### config.mk
export PLATFORM = sky130hd
export DESIGN_NAME = program_loader
export DESIGN_NICKNAME = d
export VERILOG_FILES = /design/src/rtl/program_loader.sv
export SDC_FILE = /design/constraint.sdc
export NUM_CORES = 1
export LEC_CHECK = 0
export ABC_CLOCK_PERIOD_IN_PS = 2300
export CAP_MARGIN = 20
export CORE_ASPECT_RATIO = 1.5
export CORE_MARGIN = 5
export CORE_UTILIZATION = 45
export CTS_BUF_LIST = sky130_fd_sc_hd__clkbuf_4
export CTS_CLUSTER_SIZE = 12
export DETAILED_ROUTE_END_ITERATION = 10
export GPL_TIMING_DRIVEN = 0
export PLACE_DENSITY_LB_ADDON = 0.12
export SYNTH_ARGS = -nofsm -noshare
export SYNTH_HDL_FRONTEND = slang
export SYNTH_SLANG_ARGS = --single-unit
export TNS_END_PERCENT = 5
### constraint.sdc
create_clock -name CLK -period 2.3 [get_ports CLK]
set_clock_uncertainty 0.2 [all_clocks]
set_input_delay 0.46 -clock CLK [delete_from_list [all_inputs] [get_ports CLK]]
set_output_delay 0.46 -clock CLK [all_outputs]
set_load 0.03 [all_outputs]
### src/rtl/program_loader.sv
// Byte-stream instruction loader: packs UART bytes into 16-bit BIP words and writes them to program memory.
// Latency: PM_WE asserts one cycle after the RX_VALID of the low byte.
// Backpressure: none; RX_VALID is ignored outside WAIT_HI/WAIT_LO/WRITE, and START_LOAD is ignored while BUSY.
//
// Ports:
//   CLK, RESET           rising-edge clock, asynchronous active-high reset
//   START_LOAD           one-cycle pulse that begins a load
//   RX_DATA, RX_VALID    received byte and its one-cycle strobe
//   PM_WE/ADDR/WDATA     program memory write port
//   BUSY, CPU_RESET      load in progress (CPU held in reset while loading)
//   LOAD_DONE, LOAD_ERR  sticky status of the current or last load
//   INSTR_COUNT          words written in the current or last load
module program_loader #(
    parameter int ADDR_W     = 11,
    parameter int MAX_OPCODE = 7
) (
    input  logic              CLK,
    input  logic              RESET,
    input  logic              START_LOAD,
    input  logic [7:0]        RX_DATA,
    input  logic              RX_VALID,
    output logic              PM_WE,
    output logic [ADDR_W-1:0] PM_ADDR,
    output logic [15:0]       PM_WDATA,
    output logic              BUSY,
    output logic              CPU_RESET,
    output logic              LOAD_DONE,
    output logic              LOAD_ERR,
    output logic [ADDR_W:0]   INSTR_COUNT
);

    typedef enum logic [2:0] {
        S_IDLE,
        S_WAIT_HI,
        S_WAIT_LO,
        S_WRITE,
        S_DONE,
        S_ERROR
    } state_t;

    localparam logic [4:0]        MAX_OP   = MAX_OPCODE[4:0];
    localparam logic [ADDR_W-1:0] ADDR_ONE = {{(ADDR_W-1){1'b0}}, 1'b1};
    localparam logic [ADDR_W:0]   CNT_ONE  = {{ADDR_W{1'b0}}, 1'b1};
    localparam logic [ADDR_W-1:0] ADDR_TOP = {ADDR_W{1'b1}};

    state_t              state_q, state_d;
    logic [7:0]          hi_q, hi_d;
    logic [ADDR_W-1:0]   addr_q, addr_d;
    logic [15:0]         wdata_q, wdata_d;
    logic                done_q, done_d;
    logic                err_q, err_d;
    logic [ADDR_W:0]     cnt_q, cnt_d;

    always_ff @(posedge CLK or posedge RESET) begin
        if (RESET) begin
            state_q <= S_IDLE;
            hi_q    <= 8'h00;
            addr_q  <= '0;
            wdata_q <= 16'h0000;
            done_q  <= 1'b0;
            err_q   <= 1'b0;
            cnt_q   <= '0;
        end else begin
            state_q <= state_d;
            hi_q    <= hi_d;
            addr_q  <= addr_d;
            wdata_q <= wdata_d;
            done_q  <= done_d;
            err_q   <= err_d;
            cnt_q   <= cnt_d;
        end
    end

    always_comb begin
        state_d = state_q;
        hi_d    = hi_q;
        addr_d  = addr_q;
        wdata_d = wdata_q;
        done_d  = done_q;
        err_d   = err_q;
        cnt_d   = cnt_q;

        case (state_q)
            S_IDLE, S_DONE, S_ERROR: begin
                // A byte arriving with START_LOAD is deliberately dropped.
                if (START_LOAD) begin
                    state_d = S_WAIT_HI;
                    done_d  = 1'b0;
                    err_d   = 1'b0;
                    cnt_d   = '0;
                    addr_d  = '0;
                end
            end
            S_WAIT_HI: begin
                if (RX_VALID) begin
                    hi_d    = RX_DATA;
                    state_d = S_WAIT_LO;
                end
            end
            S_WAIT_LO: begin
                if (RX_VALID) begin
                    if (hi_q[7:3] > MAX_OP) begin
                        state_d = S_ERROR;
                        err_d   = 1'b1;
                    end else begin
                        wdata_d = {hi_q, RX_DATA};
                        state_d = S_WRITE;
                    end
                end
            end
            S_WRITE: begin
                cnt_d  = cnt_q + CNT_ONE;
                addr_d = addr_q + ADDR_ONE;   // wraps to 0 after the top address
                // HALT and memory-full win over a byte arriving in this cycle.
                if (wdata_q[15:11] == 5'd0) begin
                    state_d = S_DONE;
                    done_d  = 1'b1;
                end else if (addr_q == ADDR_TOP) begin
                    state_d = S_ERROR;
                    err_d   = 1'b1;
                end else if (RX_VALID) begin
                    hi_d    = RX_DATA;
                    state_d = S_WAIT_LO;
                end else begin
                    state_d = S_WAIT_HI;
                end
            end
            default: state_d = S_IDLE;
        endcase
    end

    // Decoded straight from state so the reset drops PM_WE and BUSY asynchronously.
    assign PM_WE       = (state_q == S_WRITE);
    assign BUSY        = (state_q == S_WAIT_HI) || (state_q == S_WAIT_LO) || (state_q == S_WRITE);
    assign CPU_RESET   = BUSY;
    assign PM_ADDR     = addr_q;
    assign PM_WDATA    = wdata_q;
    assign LOAD_DONE   = done_q;
    assign LOAD_ERR    = err_q;
    assign INSTR_COUNT = cnt_q;

endmodule

==> impl_metrics.toml, run 1 <==
[run_status]
outcome = "finished, final reports clean"

[pwr]
p_leak_uw = 0.00154
power_density_mw_per_mm2 = 1140
highest_ir_drop_seen_on_vdd_mv = 0.806

[place]
routabilityCongestion = 0.813
post_dp_cell_area_mm2 = 0.00321
dp.final_hpwl_um = 4330
port-buffer-count = 55
pre_cts_slack_ps = -328

[logic_synthesis]
synth_cell_area_mm2 = 0.00255
syn-num-nets = 250
ys.flop_type = "sky130_fd_sc_hd__dfrtp_1"
avgSynthCellArea_um2 = 10.8
synth_enable_flop_cells = 0
asyncSetResetFlopFracSynth_pct = 100
share_of_the_yosys_chip_area_belonging_to_registers_pct = 51.1
register_bit_total_from_synthesis = 52
synthDistinctLibCells = 53
post_synth_inst_count = 236
yosysWarnings = 0

[cells_and_area]
finalInstanceArea_mm2 = 0.00331
nets = 316
proportion_of_layout_cells_with_a_drive_suffix_above_1_pct = 17.2
finalCoreUtilization_pct = 60.3
nFillCells = 490
multi_input_comb_area_mm2 = 0.00111
layout.area.seq_mm2 = 0.00130
antenna_fix_cells = 0
area.growth.synth_to_final_pct = 30.0

[critical_path]
path_max_fanout = 6
category_of_cells_accounting_for_the_largest_share_of_critical_path_delay = "buffers and inverters"
launching_element_type_of_the_critical_path = "flip-flop"
critical_path.endpoint_type = "output port"
critical_path_class = "reg2out"
critical_path.n_buffers_inverters = 1
critical_path.cell_chain = "clkdlybuf4s50_1"
cpMaxStageDelayCell = "sky130_fd_sc_hd__clkdlybuf4s50_1"
slowest_delay_ps = 710
worst-endpoint-required_ps = 1640
cp.arrival_ps = 1560

[detailed_routing]
avgRoutedWirePerCell_um = 15.9
drt-pass1-iter-count = 4
number_of_violations_reported_at_the_end_of_detailed_routing_iteration_0 = 144
detail_route.wirelength_um = 5930
detail_route.drc_violations = 0
met2_length_um = 3160
route.antenna.remaining_nets = 0
via_count_normalized_by_instance_count = 5.57
routed_length_on_met1_um = 2390
vias = 2076
met3WireLength_um = 273
top_layer = "met4"

[sta]
finalSetupTns_ps = 0
timing.max_slew.rel_slack_pct = 37.1
setup-violations-final = 0
tightest_slew_ps = 937
report.final.hold_viol_count = 0
layout_min_cycle_time_ps = 2220
rsz_0062_raised_after_global_routing = "no"
max_clock_freq_mhz = 450
final_min_period_over_clock_period_pct = 96.7
post-route-worst-setup-slack_ps = 76.5
slew_viol_final = 0
holdWs_ps = 145

[global_route]
grt_pass1_vias = 2168
grt_first_pass_wirelength_um = 10300
antenna_found_initial = 0
grt_max_degree = 38
grtUsageTotal_pct = 17.8
grt_overflow = 0

[clocking]
number_of_buffers_inserted_during_clock_tree_synthesis = 5
tritoncts_num_sinks = 52
worst_setup_hold_path_clk_slew_ps = 160
clockBufferDepth = 2
clock_tree.htree_level_count = 2
tritoncts = "yes"
clock_tree.root_cell = "sky130_fd_sc_hd__clkbuf_4"
worstSkewPairLatency_ps = 380
post_cts_hold_buffer_count = 0

[min_path]
min_path_type = "in2async"

[run]
maxCapViolations = 0

[floorplanning]
design.core.area_mm2 = 0.00549
placement_rows = 33
chip_width_um = 71.4
die_area_mm2 = 0.00730
die_height_um = 102
initial_core_util_pct = 46.4
io-pin-count = 56
==> cell usage after synthesis (all sizes together) (2+ instances only) <==
library cell  count  area share (%)
xor2              3             1.0
and3              4             1.2
nand3b            2             1.1
dfrtp            52              51
nor3              3            0.59
o41ai             2            0.69
inv              17             2.5
o211ai            3            0.88
nor2              5             1.1
mux2             14             7.4
nand4             9             2.2
or3               2            0.49
o311ai            2            0.69
and2              3            0.74
buf               9             2.8
nand2b            6             1.6
a31oi             3            0.74
o21ai            18             3.5
o31ai             2            0.59
a211oi            2            0.59
nand2            26             4.2
o32ai             8             2.8
nand3             8             1.6
and4              2            0.69
a21oi            13             2.7
ha                2            0.98
a22o              2            0.69
==> per-layer routing <==
metal / vias to the layer above / track usage (%)
li1: 996 / -
met1: 1018 / 20.8
met2: 55 / 32.1
met3: 7 / 3.44
met4: 0 / 6.37
met5: - / 0
==> area by class of cell <==
cell class / count / area share (%)
clock buffer: 5 / 1.13
buffer: 9 / 2.57
clock inverter: 3 / 0.567
timing repair buffer: 60 / 18.1
multi-input combinational: 157 / 33.5
tap: 70 / 2.64
sequential: 52 / 39.3
inverter: 17 / 2.12
==> flip-flops by register name, indices dropped and copies added (netlist names) <==
| signal | flops |
|---|---|
| PM_WDATA | 16 |
| PM_ADDR | 11 |
| state_q | 3 |
| INSTR_COUNT | 12 |
| LOAD_DONE | 1 |
| hi_q | 8 |
| LOAD_ERR | 1 |
==> where the power goes <==
part	leakage, uW	switching [uW]	internal (uW)
combinational	0.000818	1130	872
sequential	0.000686	172	1170
clock	0.0000349	301	118
total	0.00154	1610	2160
==> final timing paths <==
check / startpoint / endpoint / slack (ps) / cells after the start
max in group asynchronous: RESET / INSTR_COUNT[0]$_DFFE_PP0P_ / 1210 / 3
min in group CLK: INSTR_COUNT[11]$_DFFE_PP0P_ / INSTR_COUNT[11]$_DFFE_PP0P_ / 300 / 1
worst max-delay path: PM_ADDR[2]$_DFFE_PP0P_ / PM_ADDR[2] / 80 / 1
worst min register to register: INSTR_COUNT[11]$_DFFE_PP0P_ / INSTR_COUNT[11]$_DFFE_PP0P_ / 300 / 1
worst max register to register: PM_ADDR[0]$_DFFE_PP0P_ / hi_q[6]$_DFFE_PP0P_ / 130 / 6
worst min-delay path: RESET / INSTR_COUNT[11]$_DFFE_PP0P_ / 150 / 2
==> timing repair <==
| action | in CTS | in global routing |
|---|---|---|
| resized for setup | 20 | 7 |
| buffers inserted | 2 | 2 |
| setup endpoints to repair | 3 | 14 |
| pin swaps | 0 | 1 |
==> cells by family (layout without fill, tap and decap cells) <==
logic type	count (synthesis)	after routing	synth area share [%]
AOI/OAI and AO/OA	59	59	15.2
muxes	15	15	7.76
xor gates and xnor gates	4	4	1.38
buffers and inverters	27	94	5.45
adders and majority gates	2	2	0.982
DFF	52	52	51.1
and+or+nand+nor	77	77	18.2
==> per-stage QoR <==
| step | instances | power [uW] |
|---|---|---|
| 2_1_floorplan | 236 | 2640 |
| 3_3_place_gp | 361 | 3290 |
| 3_5_place_dp | 362 | 3320 |
| 4_1_cts | 371 | 3780 |
| 5_1_grt | 373 | 4030 |
| 6_report | 373 | 3760 |
==> cell usage in the layout, fill, tap and decap left out, drive strengths merged, types with 4 or more instances in the layout <==
cell type	n
nand4	9
inv	16
o21ai	18
clkbuf	7
nand2	26
a21oi	13
clkdlybuf4s50	48
nand3	8
mux2	14
nand2b	6
dlymetal6s2s	4
dfrtp	52
nor2	5
buf	15
o32ai	8
and3	4
(Power assumes the default switching activity.)
==> inputs of run 2 (changes only) <==
--- a/config.mk
+++ b/config.mk
@@ -7,14 +7,16 @@
 export LEC_CHECK = 0
 export ABC_CLOCK_PERIOD_IN_PS = 2300
 export CAP_MARGIN = 20
+export CELL_PAD_IN_SITES_DETAIL_PLACEMENT = 0
+export CELL_PAD_IN_SITES_GLOBAL_PLACEMENT = 2
 export CORE_ASPECT_RATIO = 1.5
 export CORE_MARGIN = 5
-export CORE_UTILIZATION = 45
+export CORE_UTILIZATION = 33
 export CTS_BUF_LIST = sky130_fd_sc_hd__clkbuf_4
 export CTS_CLUSTER_SIZE = 12
 export DETAILED_ROUTE_END_ITERATION = 10
 export GPL_TIMING_DRIVEN = 0
-export PLACE_DENSITY_LB_ADDON = 0.12
+export PLACE_DENSITY = 0.87
 export SYNTH_ARGS = -nofsm -noshare
 export SYNTH_HDL_FRONTEND = slang
 export SYNTH_SLANG_ARGS = --single-unit
==> impl_metrics.toml, run 2 (synthesized netlist as in run 1, its figures left out) <==
[run_status]
outcome = "finished, final reports clean"

[cells_and_area]
proportion_of_layout_cells_with_a_drive_suffix_above_1_pct = 17.2
largest_register_ffs = 16
layout.area.seq_mm2 = 0.00130
finalCoreUtilization_pct = 44.6
area.growth.synth_to_final_pct = 32.4
multi_input_comb_area_mm2 = 0.00111
antenna_fix_cells = 0
layout_commonest_cell = "sky130_fd_sc_hd__dfrtp_1"
nFillCells = 731
finalNonFillerCells = 404
nets = 315
layout_common_cells = "50 x sky130_fd_sc_hd__dfrtp_1, 49 x sky130_fd_sc_hd__clkdlybuf4s50_1, 24 x sky130_fd_sc_hd__nand2_1"

[clocking]
clock_tree.root_cell = "sky130_fd_sc_hd__clkbuf_4"
worst_setup_hold_path_clk_slew_ps = 160
clockBufferDepth = 2
number_of_buffers_inserted_during_clock_tree_synthesis = 5
tritoncts_num_sinks = 52
tritoncts = "yes"
worstSkewPairLatency_ps = 370
post_cts_hold_buffer_count = 0
clock_tree.htree_level_count = 2

[floorplanning]
placement_rows = 39
die_area_mm2 = 0.00961
design.core.area_mm2 = 0.00756
die_height_um = 118
initial_core_util_pct = 33.7
chip_width_um = 81.7
io-pin-count = 56

[place]
placedCellCount = 394
routabilityCongestion = 0.789
port-buffer-count = 55
pre_cts_slack_ps = -341
dp.final_hpwl_um = 4590

[pwr]
internal_power_uw = 2270
highest_ir_drop_seen_on_vdd_mv = 0.768
p_sw_share_pct = 41.5
design_power_total_uw = 3880
comb_power_share_pct = 51.8
p_leak_uw = 0.00153
share_seq_of_total_power_pct = 34.7
net-switching-power_uw = 1610
power_frac_clock_pct = 13.5
power_density_mw_per_mm2 = 1150

[critical_path]
launching_element_type_of_the_critical_path = "flip-flop"
cpMaxStageDelayCell = "sky130_fd_sc_hd__clkdlybuf4s50_1"
worst-endpoint-required_ps = 1640
critical_path.n_buffers_inverters = 1
slowest_delay_ps = 710
critical_path.cell_chain = "clkdlybuf4s50_1"
timing.reg2reg.setup_slack_ps = 130
cp.arrival_ps = 1540
category_of_cells_accounting_for_the_largest_share_of_critical_path_delay = "buffers and inverters"
critical_path_class = "reg2out"
path_max_fanout = 6
critical_path.endpoint_type = "output port"

[global_route]
grt_overflow = 0
grt_first_pass_wirelength_um = 10500
antenna_found_initial = 0
grtUsageTotal_pct = 13.8
grt_max_degree = 42
grt_pass1_vias = 2094

[detailed_routing]
via_count_normalized_by_instance_count = 4.98
detail_route.drc_violations = 0
drt-pass1-iter-count = 4
route.antenna.remaining_nets = 0
vias = 2012
number_of_violations_reported_at_the_end_of_detailed_routing_iteration_0 = 95
avgRoutedWirePerCell_um = 15.1
detail_route.wirelength_um = 6100

[sta]
max_clock_freq_mhz = 454
layout_min_cycle_time_ps = 2200
holdWs_ps = 118
timing.max_slew.rel_slack_pct = 35.3
setup-violations-final = 0
post-route-worst-setup-slack_ps = 96.7
tightest_slew_ps = 963
final_min_period_over_clock_period_pct = 95.8
report.final.hold_viol_count = 0
rsz_0062_raised_after_global_routing = "no"
slew_viol_final = 0

[min_path]
min_path_type = "in2async"

[run]
maxCapViolations = 0
[run 2: final timing paths]
| kind | from | endpoint | cells past startpoint |
|---|---|---|---|
| worst min-delay path | RESET | PM_WDATA[14]$_DFFE_PP0P_ | 2 |
| worst max register to register | PM_ADDR[0]$_DFFE_PP0P_ | hi_q[7]$_DFFE_PP0P_ | 6 |
| worst min register to register | INSTR_COUNT[11]$_DFFE_PP0P_ | INSTR_COUNT[11]$_DFFE_PP0P_ | 1 |
| min in group CLK | INSTR_COUNT[11]$_DFFE_PP0P_ | INSTR_COUNT[11]$_DFFE_PP0P_ | 1 |
| max in group asynchronous | RESET | INSTR_COUNT[0]$_DFFE_PP0P_ | 3 |
| worst max-delay path | PM_ADDR[2]$_DFFE_PP0P_ | PM_ADDR[2] | 1 |
[run 2: power by group through the flow]
stage / clock [uW] / sequential, uW / combinational, uW
final: 522 / 1350 / 2010
after global routing: 593 / 1390 / 2200
after CTS: 545 / 1350 / 2020
after detailed placement: 0 / 1370 / 1970
after floorplan: 0 / 1650 / 985
after global placement: 0 / 1360 / 1950
[run 2: area by class of cell]
type | instances | area share (%)
Tap cell | 102 | 3.78
Timing Repair Buffer | 59 | 17.5
Clock buffer | 5 | 1.11
Clock inverter | 3 | 1.26
Multi-Input combinational cell | 157 | 33.0
Sequential cell | 52 | 38.7
Buffer | 9 | 2.63
Inverter | 17 | 2.08
[run 2: per-stage QoR]
stage                     instance area (um2)  TNS (ps)
final                                    3370         0
after global placement                   3230    -38330
after CTS                                3350         0
after global routing                     3370         0
after floorplan                          2550         0
after detailed placement                 3250     -2740
[run 2: metal layers]
metal / share of wire (%) / vias to the layer above / GRT usage (%) / wire (um)
li1: - / 990 / - / -
met1: 40 / 972 / 16.6 / 2450
met2: 54 / 44 / 23.8 / 3270
met3: 5.1 / 6 / 3.83 / 308
met4: 1.1 / 0 / 3.12 / 68
met5: 0 / - / 0 / 0
[run 2: timing repair]
item	4_1_cts	5_1_grt
pin swaps	1	1
setup buffers	2	1
gates resized for setup	20	9
endpoints found under the setup margin	11	14
==> inputs of run 3 (changes only) <==
--- a/config.mk
+++ b/config.mk
@@ -17,6 +17,8 @@
 export DETAILED_ROUTE_END_ITERATION = 10
 export GPL_TIMING_DRIVEN = 0
 export PLACE_DENSITY = 0.87
+export RECOVER_POWER = 100
+export SLEW_MARGIN = 20
 export SYNTH_ARGS = -nofsm -noshare
 export SYNTH_HDL_FRONTEND = slang
 export SYNTH_SLANG_ARGS = --single-unit
==> constraint.sdc (replaced) <==
create_clock -name CLK -period 2.3 [get_ports CLK]
set_clock_uncertainty 0.2 [all_clocks]
set_input_delay 0.46 -clock CLK [delete_from_list [all_inputs] [get_ports CLK]]
set_output_delay 0.46 -clock CLK [all_outputs]
set_load 0.02 [all_outputs]
==> impl_metrics.toml, run 3 (synthesized netlist as in run 1, its figures left out) <==
[clocking]
clockBufferDepth = 2
tritoncts = "yes"
worst_setup_hold_path_clk_slew_ps = 170
clock_tree.root_cell = "sky130_fd_sc_hd__clkbuf_4"
tritoncts_num_sinks = 52
number_of_buffers_inserted_during_clock_tree_synthesis = 5
clock_tree.htree_level_count = 2
post_cts_hold_buffer_count = 0
worstSkewPairLatency_ps = 370

[global_route]
grt_pass1_vias = 2012
grt_max_degree = 53
grtUsageTotal_pct = 13.5
grt_overflow = 0
antenna_found_initial = 0
grt_first_pass_wirelength_um = 10200

[critical_path]
path_max_fanout = 19
cp.arrival_ps = 1530
launching_element_type_of_the_critical_path = "flip-flop"
timing.reg2reg.setup_slack_ps = 130
critical_path_class = "reg2out"
worst-endpoint-required_ps = 1640
critical_path.endpoint_type = "output port"

[run_status]
outcome = "finished, final reports clean"

[floorplanning]
placement_rows = 39
die_height_um = 118
initial_core_util_pct = 33.7
design.core.area_mm2 = 0.00756
die_area_mm2 = 0.00961
io-pin-count = 56
chip_width_um = 81.7

[sta]
setup-violations-final = 0
timing.max_slew.rel_slack_pct = 28.0
slew_viol_final = 0
post-route-worst-setup-slack_ps = 110
report.final.hold_viol_count = 0
finalSetupTns_ps = 0
max_clock_freq_mhz = 457
rsz_0062_raised_after_global_routing = "yes"
layout_min_cycle_time_ps = 2190
tightest_slew_ps = 1080
final_min_period_over_clock_period_pct = 95.2

[detailed_routing]
via_count_normalized_by_instance_count = 5.03
number_of_violations_reported_at_the_end_of_detailed_routing_iteration_0 = 86
avgRoutedWirePerCell_um = 15.1
vias = 2023
detail_route.wirelength_um = 6070
detail_route.drc_violations = 0
route.antenna.remaining_nets = 0
drt-pass1-iter-count = 4

[place]
routabilityCongestion = 0.789
pre_cts_slack_ps = -286
placedCellCount = 393
port-buffer-count = 55
dp.final_hpwl_um = 4490

[pwr]
p_leak_uw = 0.00146
power_density_mw_per_mm2 = 1110
share_seq_of_total_power_pct = 36.4
p_sw_share_pct = 39.4
highest_ir_drop_seen_on_vdd_mv = 0.692
comb_power_share_pct = 49.3
net-switching-power_uw = 1460
internal_power_uw = 2240
power_frac_clock_pct = 14.3

[min_path]
min_path_type = "reg2reg"

[cells_and_area]
layout_common_cells = "50 x sky130_fd_sc_hd__dfrtp_1, 50 x sky130_fd_sc_hd__clkdlybuf4s50_1, 24 x sky130_fd_sc_hd__nand2_1"
antenna_fix_cells = 0
proportion_of_layout_cells_with_a_drive_suffix_above_1_pct = 16.3
area.growth.synth_to_final_pct = 30.5
largest_register_ffs = 16
nets = 313
finalCoreUtilization_pct = 44.0
finalNonFillerCells = 402

[run]
maxCapViolations = 0
[run 3: final timing paths]
check	from	end	cells after the start
setup / recovery	state_q[2]$_DFFE_PP0P_	PM_WE	5
hold / removal	INSTR_COUNT[11]$_DFFE_PP0P_	INSTR_COUNT[11]$_DFFE_PP0P_	1
setup reg to reg	PM_ADDR[0]$_DFFE_PP0P_	hi_q[7]$_DFFE_PP0P_	6
hold reg to reg	INSTR_COUNT[11]$_DFFE_PP0P_	INSTR_COUNT[11]$_DFFE_PP0P_	1
max in group asynchronous	RESET	PM_ADDR[0]$_DFFE_PP0P_	2
min in group asynchronous	RESET	PM_WDATA[14]$_DFFE_PP0P_	2
[run 3: through the flow]
stage	total power, uW	hold slack [ps]	area [um2]
final	3700	301	3320
after global routing	3970	335	3320
after CTS	3720	312	3310
after detailed placement	3180	289	3230
after global placement	3160	270	3230
after floorplan	2490	281	2550
[run 3: area by class of cell]
| type | count | area, um2 |
|---|---|---|
| fillers | 740 | 4240 |
| flip-flops and latches | 52 | 1300 |
| multi-input cells | 157 | 1110 |
| repair buffers | 57 | 556 |
| well taps | 102 | 128 |
| plain buffers | 9 | 82.6 |
| inverters | 17 | 63.8 |
| clock inverters | 3 | 42.5 |
| clock buffers | 5 | 37.5 |
[run 3: worst max-delay path, stage by stage, from the launching register on]
cell and delay [ps]:
sky130_fd_sc_hd__dfrtp_1 400, sky130_fd_sc_hd__buf_6 130, sky130_fd_sc_hd__nand3b_4 200, sky130_fd_sc_hd__inv_2 130
sky130_fd_sc_hd__buf_12 160, sky130_fd_sc_hd__buf_4 150
[run 3: timing repair]
item,in CTS,in global routing
cloned,0,0
setup endpoints to repair,11,11
buffers inserted,1,1
resized for setup,14,5
endpoints found under the hold margin,0,0
pin swaps,1,1
[run 3: routing by layer]
metal	routed length (um)	GRT usage (%)	up-vias	part of all wire, %
li1	-	-	988	-
met1	2560	16.8	975	42
met2	3100	22.3	52	51
met3	309	3.91	8	5.1
met4	97	3.85	0	1.6
met5	0	0	-	0
[run 3: power by group through the flow]
stage                     logic [uW]  clock network (uW)  registers, uW
after floorplan                  957                   0           1530
after global routing            1990                 591           1390
final                           1820                 529           1350
after global placement          1800                   0           1360
after CTS                       1820                 547           1350
after detailed placement        1810                   0           1370
